==> src/rtl/snooper_pkg.sv <==
// Shared trace types for the snooper trace path.
// TRACE_CAPTURE_TSTAMP_EN adds a 64-bit timestamp to each buffered entry.
package snooper_pkg;

  localparam int unsigned TSTAMP_W = 64;

  typedef struct packed {
    logic [31:0] pc;
    logic [31:0] insn;
  } trace_t;

  typedef struct packed {
    trace_t              trace;
`ifdef TRACE_CAPTURE_TSTAMP_EN
    logic [TSTAMP_W-1:0] tstamp;
`endif
  } trace_entry_t;

endpackage

==> src/rtl/trace_buf_ctrl.sv <==
// FIFO bookkeeping for trace_capture_buffer: pointers, fill count and the
// push/pop/drop decision. Storage lives in the parent.
module trace_buf_ctrl #(
  parameter int unsigned DEPTH = 16
) (
  input  logic                     clk_i,
  input  logic                     rst_ni,
  input  logic                     clear_i,
  input  logic                     push_req_i,
  input  logic                     out_ready_i,
  output logic                     push_o,
  output logic                     pop_o,
  output logic                     drop_o,
  output logic                     valid_o,
  output logic [$clog2(DEPTH)-1:0] wr_ptr_o,
  output logic [$clog2(DEPTH)-1:0] rd_ptr_o,
  output logic [$clog2(DEPTH):0]   fill_o,
  output logic [$clog2(DEPTH):0]   fill_d_o
);

  localparam int unsigned AW = $clog2(DEPTH);
  localparam int unsigned FW = AW + 1;

  logic [AW-1:0] wr_q, wr_d, rd_q, rd_d;
  logic [FW-1:0] fill_q, fill_d;
  logic          full, pop_raw;

  assign full    = (fill_q == FW'(DEPTH));
  assign valid_o = (fill_q != '0);
  assign pop_raw = valid_o & out_ready_i;

  // clear_i wins over everything; a trace offered during clear is neither stored nor dropped.
  assign pop_o  = pop_raw & ~clear_i;
  assign push_o = push_req_i & (~full | pop_raw) & ~clear_i;
  assign drop_o = push_req_i & full & ~pop_raw & ~clear_i;

  always_comb begin
    wr_d   = wr_q;
    rd_d   = rd_q;
    fill_d = fill_q;
    if (clear_i) begin
      wr_d   = '0;
      rd_d   = '0;
      fill_d = '0;
    end else begin
      if (push_o) wr_d = wr_q + AW'(1);
      if (pop_o)  rd_d = rd_q + AW'(1);
      unique case ({push_o, pop_o})
        2'b10:   fill_d = fill_q + FW'(1);
        2'b01:   fill_d = fill_q - FW'(1);
        default: fill_d = fill_q;
      endcase
    end
  end

  always_ff @(posedge clk_i or negedge rst_ni) begin
    if (!rst_ni) begin
      wr_q   <= '0;
      rd_q   <= '0;
      fill_q <= '0;
    end else begin
      wr_q   <= wr_d;
      rd_q   <= rd_d;
      fill_q <= fill_d;
    end
  end

  assign wr_ptr_o = wr_q;
  assign rd_ptr_o = rd_q;
  assign fill_o   = fill_q;
  assign fill_d_o = fill_d;

endmodule

==> src/rtl/trace_capture_buffer.sv <==
// Buffers filter-accepted retire traces for the trace writer, counting overflow drops.
// TRACE_CAPTURE_TSTAMP_EN stamps each entry with a free-running 64-bit cycle count.
module trace_capture_buffer
  import snooper_pkg::*;
#(
  parameter int unsigned DEPTH     = 16,
  parameter int unsigned WATERMARK = 12,
  parameter int unsigned DROP_W    = 32
) (
  input  logic                   clk_i,
  input  logic                   rst_ni,
  input  logic                   clear_i,
  input  logic                   capture_en_i,
  input  logic                   trace_valid_i,
  input  trace_t                 traces_i,
  input  logic                   filter_en_i,
  output logic                   out_valid_o,
  input  logic                   out_ready_i,
  output trace_entry_t           out_entry_o,
  output logic [$clog2(DEPTH):0] fill_o,
  output logic                   wm_o,
  output logic [DROP_W-1:0]      drop_cnt_o
);

  localparam int unsigned AW = $clog2(DEPTH);
  localparam int unsigned FW = AW + 1;
  localparam logic [FW-1:0] WmLevel = FW'(WATERMARK);

  logic          push_req, push, pop, drop;
  logic [AW-1:0] wr_ptr, rd_ptr;
  logic [FW-1:0] fill_d;
  logic [DROP_W-1:0] drop_cnt_q, drop_cnt_d;
  logic          wm_q;
  trace_entry_t  mem_q [DEPTH];
  trace_entry_t  wr_entry;

  assign push_req = trace_valid_i & filter_en_i & capture_en_i;

  trace_buf_ctrl #(
    .DEPTH(DEPTH)
  ) u_ctrl (
    .clk_i      (clk_i),
    .rst_ni     (rst_ni),
    .clear_i    (clear_i),
    .push_req_i (push_req),
    .out_ready_i(out_ready_i),
    .push_o     (push),
    .pop_o      (pop),
    .drop_o     (drop),
    .valid_o    (out_valid_o),
    .wr_ptr_o   (wr_ptr),
    .rd_ptr_o   (rd_ptr),
    .fill_o     (fill_o),
    .fill_d_o   (fill_d)
  );

`ifdef TRACE_CAPTURE_TSTAMP_EN
  logic [TSTAMP_W-1:0] tstamp_q;

  always_ff @(posedge clk_i or negedge rst_ni) begin
    if (!rst_ni) begin
      tstamp_q <= '0;
    end else if (clear_i) begin
      tstamp_q <= '0;
    end else begin
      tstamp_q <= tstamp_q + TSTAMP_W'(1);
    end
  end

  always_comb begin
    wr_entry.trace  = traces_i;
    wr_entry.tstamp = tstamp_q;
  end
`else
  always_comb begin
    wr_entry.trace = traces_i;
  end
`endif

  // Storage needs no reset: the head is only meaningful while out_valid_o is high.
  always_ff @(posedge clk_i) begin
    if (push) mem_q[wr_ptr] <= wr_entry;
  end

  assign out_entry_o = mem_q[rd_ptr];

  always_comb begin
    drop_cnt_d = drop_cnt_q;
    if (clear_i) begin
      drop_cnt_d = '0;
    end else if (drop && (drop_cnt_q != '1)) begin
      drop_cnt_d = drop_cnt_q + DROP_W'(1);
    end
  end

  always_ff @(posedge clk_i or negedge rst_ni) begin
    if (!rst_ni) begin
      drop_cnt_q <= '0;
      wm_q       <= 1'b0;
    end else begin
      drop_cnt_q <= drop_cnt_d;
      wm_q       <= (fill_d >= WmLevel);
    end
  end

  assign drop_cnt_o = drop_cnt_q;
  assign wm_o       = wm_q;

endmodule

==> config.mk <==
export PLATFORM = sky130hd
export DESIGN_NAME = trace_capture_buffer
export DESIGN_NICKNAME = d
export VERILOG_FILES = /design/src/rtl/snooper_pkg.sv /design/src/rtl/trace_buf_ctrl.sv /design/src/rtl/trace_capture_buffer.sv
export SDC_FILE = /design/constraint.sdc
export NUM_CORES = 1
export LEC_CHECK = 0
export BUFFER_PORTS_ARGS = -buffer_cell sky130_fd_sc_hd__buf_2
export CORE_AREA = 2 2 279 281
export DETAILED_ROUTE_END_ITERATION = 10
export DIE_AREA = 0 0 281 283
export GPL_ROUTABILITY_DRIVEN = 1
export PLACE_DENSITY = 0.7
export SLEW_MARGIN = 10
export SYNTH_ARGS = -nofsm -noshare
export SYNTH_HDL_FRONTEND = slang
export SYNTH_SLANG_ARGS = --single-unit
==> constraint.sdc <==
create_clock -name clk_i -period 10.04 [get_ports clk_i]
set_input_delay 2.008 -clock clk_i [delete_from_list [all_inputs] [get_ports clk_i]]
set_output_delay 2.008 -clock clk_i [all_outputs]
set_load 0.05 [all_outputs]
==> run metrics <==
FF-to-FF Start u_ctrl.fill_o[2]$_DFF_PN0_; Layout area overhead 12.81%; Post-Synth Simple-Gate Area 2.652%; Setup Total Neg Slack 0 ns; fmax 163.0 MHz; number of fill cells 5376; post-synthesis mux area share 13.33%; status finished clean; Overall Global Routing Usage 23.79%; GP Congestion 0.7648; global route overflow 0; Post-Layout Cell Count 3539; share of layout cells above drive strength 1 23.08%; Worst Skew 0.02970 ns; hold violation count in the final report 0; final net count 2493; Post-CTS Setup Bufs 0; EDFF count, synth 1024; PD cells 190.0 nW/um^2; Initial Util 54.45%; latest clock arrival within the worst-skew pair 0.66 ns; WL per Instance 26.51 um; CTS max path bufs 3; fin crit share 61.11%; Iteration-0 DRC Markers 2024; area share of xor/xnor cells in the synthesized design 0.2517%; Synth cell types 53; Residual DRC 0; hold_sp drop_cnt_o[16]$_DFFE_PN0P_; crit path launch u_ctrl.rd_ptr_o[1]$_DFFE_PN0P_; Commonest cells post-synth edfxtp_1, mux2i_1, o21ai_0, mux4_2, a21oi_1; Die Area 79520 sq um; clock root cell clkbuf_16; prevailing post-synth register cell edfxtp_1; PortBufs 173; post-synth top area share 73.63%; dpl hpwl 46.96 mm; Max Cap Viol 0; IO Pins 174; placed insts 3347; register area share after synthesis 76.39%; fin. max-slew vios 0; CP Capture Type primary output; Leak 14.83 nW; Yosys reg bits 1070; synthesized cell area 41760 sq um; H-tree depth 3; Reg area 31910 sq um; multi-input combinational cell area 9402 sq um; Hold Path Class reg -> reg; unrepaired setup endpoints after global routing false; Synth Instances 2222; final setup violation count 0; cts repair resizes 0; ys async rst share 4.299%; TritonCTS clock tree yes; largest family of logic cells by synthesized area multiplexers; initial antenna violation count 14; IR drop worst, VDD 0.1159 mV; antenna-violating nets left 0; Sink Count 1070; crit path kind reg -> out; Core Area 76700 sq um; vias in the first global route 22240; Synth area leader edfxtp_1; top cells by area, synth edfxtp_1, mux4_2, mux2i_1; area share of fa/ha/maj cells after synthesis 0.2696%; first-pass GRT wire length 140.7 mm; startpoint types flop; post-synthesis area per instance 18.79 sq um; Tightest Pin Transition 1.197 ns; clock-pin slew on the worst setup and hold paths 0.06 ns; Num CTS Buffers 104; Compound-Gate Fraction of Synth Area 5.773%; DRT Pass-1 Iters 5; worst-path fanout max 70; most common cell in the netlist edfxtp_1; relative slew slack 20.21%; pin count of the biggest net entering global routing 135; synth warn 0; CTS Hold Bufs 0; die height 283 um; DR vias 21810; Rows 102; drt total wl 93.84 mm; syn nets 2302; fin crit period 6.135 ns; vias per cell 6.164; Die W 281 um; Worst EP arrival 4.13 ns; CP required 8.03 ns
==> sequential cells by signal, indices dropped and copies added (netlist names) <==
name / cells
u_ctrl.wr_ptr_o: 4
u_ctrl.rd_ptr_o: 4
mem_q: 1024
wm_o: 1
drop_cnt_o: 32
u_ctrl.fill_o: 5
==> critical path: stages, from the launching register on <==
cell and delay (ns):
dfrtp_4 0.56, buf_4 0.92, buf_4 0.83, mux4_2 0.42
a22oi_1 0.23, nand2_1 0.16, buf_2 0.25
==> stage by stage <==
stage	util (%)	area, sq um	hold WS, ns	worst slack [ns]	total power (W)
floorplan	-	41760	0.5800	0.5945	0.005179
global placement	57.14	43820	0.5574	4.456	0.005278
detailed placement	57.14	43820	0.5720	4.349	0.005288
CTS	61.41	47100	0.5774	3.827	0.009011
global route	61.42	47110	0.6260	3.737	0.009202
finish	61.42	47110	0.5775	3.905	0.008949
==> cell usage in the layout, fill, tap and decap left out, types with 5 or more instances in the layout <==
cell type     n
a21oi_1      97
a221oi_1     64
a22oi_1      65
and2_4        9
buf_2       173
buf_4        35
bufinv_16     8
clkbuf_1     19
clkbuf_16   108
clkinv_1     29
clkinv_2     19
dfrtp_1      42
edfxtp_1   1024
ha_1          9
inv_1        12
mux2_2       64
mux2i_1     194
mux4_2      128
nand2_1      80
nand3_1      17
nand4_1      11
nor2_1       24
nor2b_1       5
nor4_2        6
o21ai_0     149
o31ai_1       8
or3_1        19
or4_1         9
xor2_1        8
==> cell type report <==
| cell class | count | share of cell area [%] |
|---|---|---|
| sequential | 1070 | 67.74 |
| antenna | 3 | 0.01593 |
| clock buffer | 127 | 5.888 |
| clock inverter | 62 | 1.062 |
| multi-input combinational | 1015 | 19.96 |
| timing repair buffer | 210 | 2.481 |
| inverter | 12 | 0.09561 |
| tap | 1040 | 2.762 |
==> final timing paths <==
kind,end,slack [ns],cells past startpoint
hold / removal,drop_cnt_o[16]$_DFFE_PN0P_,0.58,2
min in group asynchronous,u_ctrl.fill_o[3]$_DFF_PN0_,1.55,1
setup reg to reg,mem_q[11][23]$_DFFE_PP_,6.01,7
max in group asynchronous,u_ctrl.rd_ptr_o[1]$_DFFE_PN0P_,7.70,1
setup / recovery,out_entry_o[2],3.90,6
hold reg to reg,drop_cnt_o[16]$_DFFE_PN0P_,0.58,2
==> power breakdown <==
group	switching, W	leakage, nW	internal (W)	total (W)
registers	0.00000829	9.84	0.00489	0.00490
clock network	0.00160	1.60	0.00216	0.00376
logic	0.000187	3.39	0.000100	0.000288
==> metal layers <==
layer  vias up  GRT usage [%]  routed length [um]
met5         -              0                  80
met4        12          6.083                1858
met3       142          3.678                6061
met2       743          39.62               47450
met1     11460          33.19               38380
li1       9453              -                   -
==> cell families (layout without fill, tap and decap cells) <==
| kind of cell | after synthesis | count (layout) |
|---|---|---|
| flops | 1070 | 1070 |
| buf+inv | 137 | 411 |
| compound gates | 392 | 392 |
| fa+ha+maj | 9 | 9 |
| simple gates | 214 | 214 |
| other cells | 0 | 3 |
| xor+xnor | 12 | 12 |
| mux | 388 | 388 |
Power figures use the tool's default switching activity.
